[src/rtl/fixed_div_ctrl.sv]
// Valid/ready front-end for the sequential sign-magnitude fixed-point divider.
// Optional divide-by-zero bypass enabled by defining FIXDIV_DIVZERO_EN.
module fixed_div_ctrl #(
    parameter int unsigned Q = 16,
    parameter int unsigned N = 32
) (
    input  logic         clk_i,
    input  logic         nrst_i,
    input  logic         in_valid_i,
    output logic         in_ready_o,
    input  logic [N-1:0] in_a_i,
    input  logic [N-1:0] in_b_i,
    output logic         out_valid_o,
    input  logic         out_ready_i,
    output logic [N-1:0] out_q_o,
    output logic         out_dz_o,
    output logic         div_valid_o,
    output logic [N-1:0] div_a_o,
    output logic [N-1:0] div_b_o,
    input  logic         div_ready_i,
    input  logic [N-1:0] div_result_i
);

    localparam logic [N-2:0] MAG_MAX = {(N-1){1'b1}};
    localparam logic [1:0] S_IDLE = 2'd0;
    localparam logic [1:0] S_BUSY = 2'd1;
    localparam logic [1:0] S_HOLD = 2'd2;
`ifdef FIXDIV_DIVZERO_EN
    localparam logic [1:0] S_ZERO = 2'd3;
`endif

    // The fractional width must leave room for the sign and an integer part.
    if (Q >= N - 1) begin : g_bad_q
        $error("fixed_div_ctrl: Q must be smaller than N-1");
    end

    // Two's complement to sign-magnitude; the most negative value saturates.
    function automatic logic [N-1:0] to_sm(input logic [N-1:0] x);
        logic [N-1:0] neg;
        neg   = -x;
        to_sm = x;
        if (x[N-1]) begin
            if (x[N-2:0] == '0) to_sm = {1'b1, MAG_MAX};
            else                to_sm = {1'b1, neg[N-2:0]};
        end
    endfunction

    // Sign-magnitude to two's complement; a zero magnitude never goes negative.
    function automatic logic [N-1:0] from_sm(input logic [N-1:0] r);
        logic [N-1:0] mag;
        mag     = {1'b0, r[N-2:0]};
        from_sm = mag;
        if (r[N-2:0] == '0) from_sm = '0;
        else if (r[N-1])    from_sm = -mag;
    endfunction

    logic [1:0]   state_q, state_d;
    logic         in_ready_q, in_ready_d;
    logic         out_valid_q, out_valid_d;
    logic [N-1:0] out_q_q, out_q_d;
    logic         div_valid_q, div_valid_d;
    logic [N-1:0] div_a_q, div_a_d;
    logic [N-1:0] div_b_q, div_b_d;
`ifdef FIXDIV_DIVZERO_EN
    logic         out_dz_q, out_dz_d;
`endif

    always_comb begin
        state_d     = state_q;
        in_ready_d  = in_ready_q;
        out_valid_d = out_valid_q;
        out_q_d     = out_q_q;
        div_valid_d = div_valid_q;
        div_a_d     = div_a_q;
        div_b_d     = div_b_q;
`ifdef FIXDIV_DIVZERO_EN
        out_dz_d    = out_dz_q;
`endif
        case (state_q)
            S_IDLE: begin
                if (in_valid_i && in_ready_q) begin
                    div_a_d    = to_sm(in_a_i);
                    div_b_d    = to_sm(in_b_i);
                    in_ready_d = 1'b0;
`ifdef FIXDIV_DIVZERO_EN
                    if (in_b_i == '0) begin
                        state_d = S_ZERO;
                    end else begin
                        state_d     = S_BUSY;
                        div_valid_d = 1'b1;
                    end
`else
                    state_d     = S_BUSY;
                    div_valid_d = 1'b1;
`endif
                end
            end
            S_BUSY: begin
                if (div_ready_i) begin
                    out_q_d     = from_sm(div_result_i);
                    div_valid_d = 1'b0;
                    out_valid_d = 1'b1;
                    state_d     = S_HOLD;
`ifdef FIXDIV_DIVZERO_EN
                    out_dz_d    = 1'b0;
`endif
                end
            end
`ifdef FIXDIV_DIVZERO_EN
            S_ZERO: begin
                // Saturate toward the dividend's sign; 0/0 yields zero.
                if (div_a_q[N-2:0] == '0) out_q_d = '0;
                else if (div_a_q[N-1])    out_q_d = {1'b1, {(N-2){1'b0}}, 1'b1};
                else                      out_q_d = {1'b0, MAG_MAX};
                out_dz_d    = 1'b1;
                out_valid_d = 1'b1;
                state_d     = S_HOLD;
            end
`endif
            S_HOLD: begin
                if (out_ready_i) begin
                    out_valid_d = 1'b0;
                    in_ready_d  = 1'b1;
                    state_d     = S_IDLE;
                end
            end
            default: begin
                state_d     = S_IDLE;
                in_ready_d  = 1'b1;
                out_valid_d = 1'b0;
                div_valid_d = 1'b0;
            end
        endcase
    end

    always_ff @(posedge clk_i or negedge nrst_i) begin
        if (!nrst_i) begin
            state_q     <= S_IDLE;
            in_ready_q  <= 1'b1;
            out_valid_q <= 1'b0;
            out_q_q     <= '0;
            div_valid_q <= 1'b0;
            div_a_q     <= '0;
            div_b_q     <= '0;
`ifdef FIXDIV_DIVZERO_EN
            out_dz_q    <= 1'b0;
`endif
        end else begin
            state_q     <= state_d;
            in_ready_q  <= in_ready_d;
            out_valid_q <= out_valid_d;
            out_q_q     <= out_q_d;
            div_valid_q <= div_valid_d;
            div_a_q     <= div_a_d;
            div_b_q     <= div_b_d;
`ifdef FIXDIV_DIVZERO_EN
            out_dz_q    <= out_dz_d;
`endif
        end
    end

    assign in_ready_o  = in_ready_q;
    assign out_valid_o = out_valid_q;
    assign out_q_o     = out_q_q;
    assign div_valid_o = div_valid_q;
    assign div_a_o     = div_a_q;
    assign div_b_o     = div_b_q;
`ifdef FIXDIV_DIVZERO_EN
    assign out_dz_o    = out_dz_q;
`else
    assign out_dz_o    = 1'b0;
`endif

endmodule
[config.mk]
export PLATFORM = sky130hd
export DESIGN_NAME = fixed_div_ctrl
export DESIGN_NICKNAME = d
export VERILOG_FILES = /design/src/rtl/fixed_div_ctrl.sv
export SDC_FILE = /design/constraint.sdc
export NUM_CORES = 1
export LEC_CHECK = 0
export CAP_MARGIN = 10
export CORE_MARGIN = 5
export CORE_UTILIZATION = 40
export CTS_BUF_LIST = sky130_fd_sc_hd__clkbuf_16
export DETAILED_ROUTE_END_ITERATION = 8
export PLACE_DENSITY = 0.75
export SLEW_MARGIN = 20
export SYNTH_ARGS = -nofsm -noshare
export SYNTH_HDL_FRONTEND = slang
export SYNTH_SLANG_ARGS = --single-unit
export TNS_END_PERCENT = 1
[constraint.sdc]
create_clock -name clk_i -period 2.52 [get_ports clk_i]
set_input_delay 0.504 -clock clk_i [delete_from_list [all_inputs] [get_ports clk_i]]
set_output_delay 0.504 -clock clk_i [all_outputs]
set_load 0.03 [all_outputs]
==> reports/metrics.csv <==
stage;metric;value;unit
run_status;status;complete, no violations;
clock_network;CTS Hold Bufs;0;
grt;first-pass GRT wire length;28700;µm
yosys;Mapped Area;5730;µm²
drt;WL final;18100;µm
clock_network;CTS tree;yes;
die;Initial Util;41.0;%
drt;TritonRoute pass-1 iters;5;
sta;unrepaired setup endpoints after global routing;true;
grt;vias in the first global route;5793;
sta;Max Clock Freq;406;MHz
yosys;#FFs+latches synth;101;
clock_network;Worst-Skew Late Latency;0.35;ns
clock_network;Max clock buf depth;2;
yosys;Netlist cell types;44;
drt;DR vias;5969;
die;num rows;43;
drt;Routed Antenna Nets;0;
critical_path;Critical Path Start Type;input port;
sta;Final min period;2.46;ns
clock_network;Worst-path clk slew;0.07;ns
finish;area grow syn2layout;61.2;%
die;Die Y;130;µm
yosys;post-synth net total;755;
die;Die X;130;µm
critical_path;Worst Path Arrival;2.68;ns
finish;non-filler instance count after layout;1135;
critical_path;crit path kind;input port to flip-flop;
placement;placed cells;1118;
finish;layout filler cell count;1167;
yosys;ys flop type;dfrtp_1;
power_and_ir_drop;leak pwr;4.06;nW
placement;placer congestion estimate;0.907;
yosys;Ys Warns;0;
critical_path;worst r2r path cells;5;
yosys;syn avg cell area;8.81;µm²
grt;Total GRT Usage;21.2;%
die;die area;16800;µm²
drt;vias per cell;5.26;
critical_path;Worst setup EP type;flip-flop;
sta;Worst slew margin;66.0;%
clock_network;# Post-CTS Setup Buffers;0;
sta;Min Hold Slack;0.126;ns
finish;antenna diode count;0;
drt;DRC Markers;0;
sta;Final Max Slew Viols;0;
grt;GRT overflow;0;
drt;WL/cell;15.9;µm
critical_path;Critical Path RT;2.73;ns
sta;Final Setup Violations;0;
sta;clock skew;0.00560;ns
placement;Place WS;-0.375;ns
drt;Starting DRT DRC Count;261;
die;Placeable Area;14000;µm²
yosys;Seq/Total Area, Yosys;44.1;%
grt;initial antenna violation count;0;
clock_network;H-tree Lvls;3;
die;io pins;201;
placement;PortBufs;199;
clock_network;CTS Buf Count;9;
sta;final hold viol count;0;
run;max_cap viols;0;
sta;setup ws final;0.0589;ns
grt;largest net degree at the start of global routing;51;
clock_network;CTS Sinks;101;
min_path;HP Class;input port to async pin;
finish;fraction of layout cells with a size suffix above 1;18.4;%
yosys;Post-synth ARST share;100;%
yosys;Post-Syn Instances;651;
sta;Worst Tran Pin Value;0.510;ns
clock_network;CTS root buf;clkbuf_16;
sta;crit share post-route;97.7;%
critical_path;CP Max Fanout;6;
yosys;EDFF count, synth;0;
power_and_ir_drop;Max VDD drop;0.000305;V
sta;setup TNS;0;ns
placement;Final HPWL DP;13600;µm
power_and_ir_drop;Power Dens Cells;393;nW/µm²
finish;net total in the final layout;1054;
[worst paths after layout]
check | from | end | slack, ns
max | div_result_i[22] | out_q_o[28]$_DFFE_PN0P_ | 0.06
min | nrst_i | out_q_o[8]$_DFFE_PN0P_ | 0.13
max reg2reg | state_q[0]$_DFFE_PN0P_ | div_b_o[28]$_DFFE_PN0P_ | 0.56
min reg2reg | out_q_o[30]$_DFFE_PN0P_ | out_q_o[30]$_DFFE_PN0P_ | 0.48
max in group asynchronous | nrst_i | in_ready_o$_DFFE_PN1P_ | 1.72
min in group clk_i | out_q_o[30]$_DFFE_PN0P_ | out_q_o[30]$_DFFE_PN0P_ | 0.48
[logic make-up after synthesis]
kind of cell    synth area share (%)
compound gates                  18.6
fa+ha+maj                      0.655
xor+xnor                        12.2
simple gates                    20.0
other cells                   0.0654
buf+inv                         3.40
flops                           44.1
mux                            0.873
[where the power goes]
group / internal, mW / switching, mW
Clock: 0.774 / 0.627
Sequential: 1.62 / 0
Combinational: 0.333 / 0.273
[layout by cell type (no fill, tap or decap), types with 2 or more instances in the layout]
cell type,n
and2_1,2
nand3_1,7
buf_12,3
mux2i_1,5
nand2b_1,7
nor4_1,6
inv_6,2
a211oi_1,2
nor2_1,69
or2_4,2
nand3b_1,5
nor2b_1,3
or3_1,11
ha_1,2
o21ai_0,54
clkdlybuf4s50_1,198
buf_4,124
a21oi_1,62
or4_4,6
clkbuf_16,9
dfrtp_1,100
nor4_4,2
inv_1,13
a31oi_1,2
nor3_1,15
o41ai_2,5
xnor2_1,6
xor2_1,74
or4_1,7
nand4_1,6
o41ai_1,13
or3b_2,2
or2_2,6
nand2_1,71
o31ai_1,32
[sequential cells by signal (all words and copies together) (netlist names)]
register,flops
out_valid_o,1
out_q_o,32
div_b_o,32
div_a_o,32
in_ready_o,1
div_valid_o,1
state_q,2
[worst max-delay path, cell delays in order]
cell             delay, ns
clkdlybuf4s50_1       0.42
or4_4                 0.54
or4_4                 0.45
buf_4                 0.19
o41ai_2               0.24
xor2_1                0.21
o21ai_0               0.12
[stage by stage]
stage | power (mW) | util (%) | cell area, µm²
5_1_grt | 3.79 | 66.0 | 9240
3_5_place_dp | 2.24 | 63.0 | 8810
3_3_place_gp | 2.24 | 63.0 | 8810
4_1_cts | 3.65 | 65.3 | 9130
6_report | 3.63 | 66.0 | 9240
2_1_floorplan | 1.85 | - | 5730
[cell usage after synthesis, types with 2 or more instances]
cell type	count	area, µm²
dfrtp_1	100	2500
xor2_1	74	648
nand2_1	72	270
nor2_1	69	259
a21oi_1	62	310
o21ai_0	54	270
clkbuf_1	33	124
o31ai_1	32	240
o41ai_1	19	166
nor3_1	15	75.1
inv_1	12	45.0
or3_1	12	75.1
or4_1	11	82.6
nand2b_1	7	43.8
nand3_1	7	35.0
nor4_1	7	43.8
or2_2	7	43.8
nand4_1	6	37.5
xnor2_1	6	52.6
mux2i_1	5	50.1
nand3b_1	5	37.5
a31oi_1	3	18.8
buf_2	3	15.0
ha_1	3	37.5
nor2b_1	3	18.8
a211oi_1	2	15.0
and2_1	2	12.5
nor4_2	2	25.0
or3b_2	2	17.5
or4_4	2	22.5
[final cells by class]
class | instances | area (µm²) | area share (%)
Timing Repair Buffer | 325 | 2970 | 32.2
Tap cell | 180 | 225 | 2.44
Clock inverter | 7 | 72.6 | 0.785
Inverter | 12 | 45.0 | 0.488
Multi-Input combinational cell | 501 | 3170 | 34.3
Clock buffer | 9 | 225 | 2.44
Sequential cell | 101 | 2530 | 27.4
[repair_timing]
action,4_1_cts,5_1_grt
gates cloned,0,1
setup endpoints to repair,6,78
pin swaps,0,1
endpoints found under the hold margin,0,0
resized for setup,4,17
[metal layers]
layer	wire [µm]	track usage (%)
met3	1410	5.36
met1	7550	27.1
met2	8610	35.2
met4	486	7.40
met5	0	0
(Power assumes the default switching activity.)
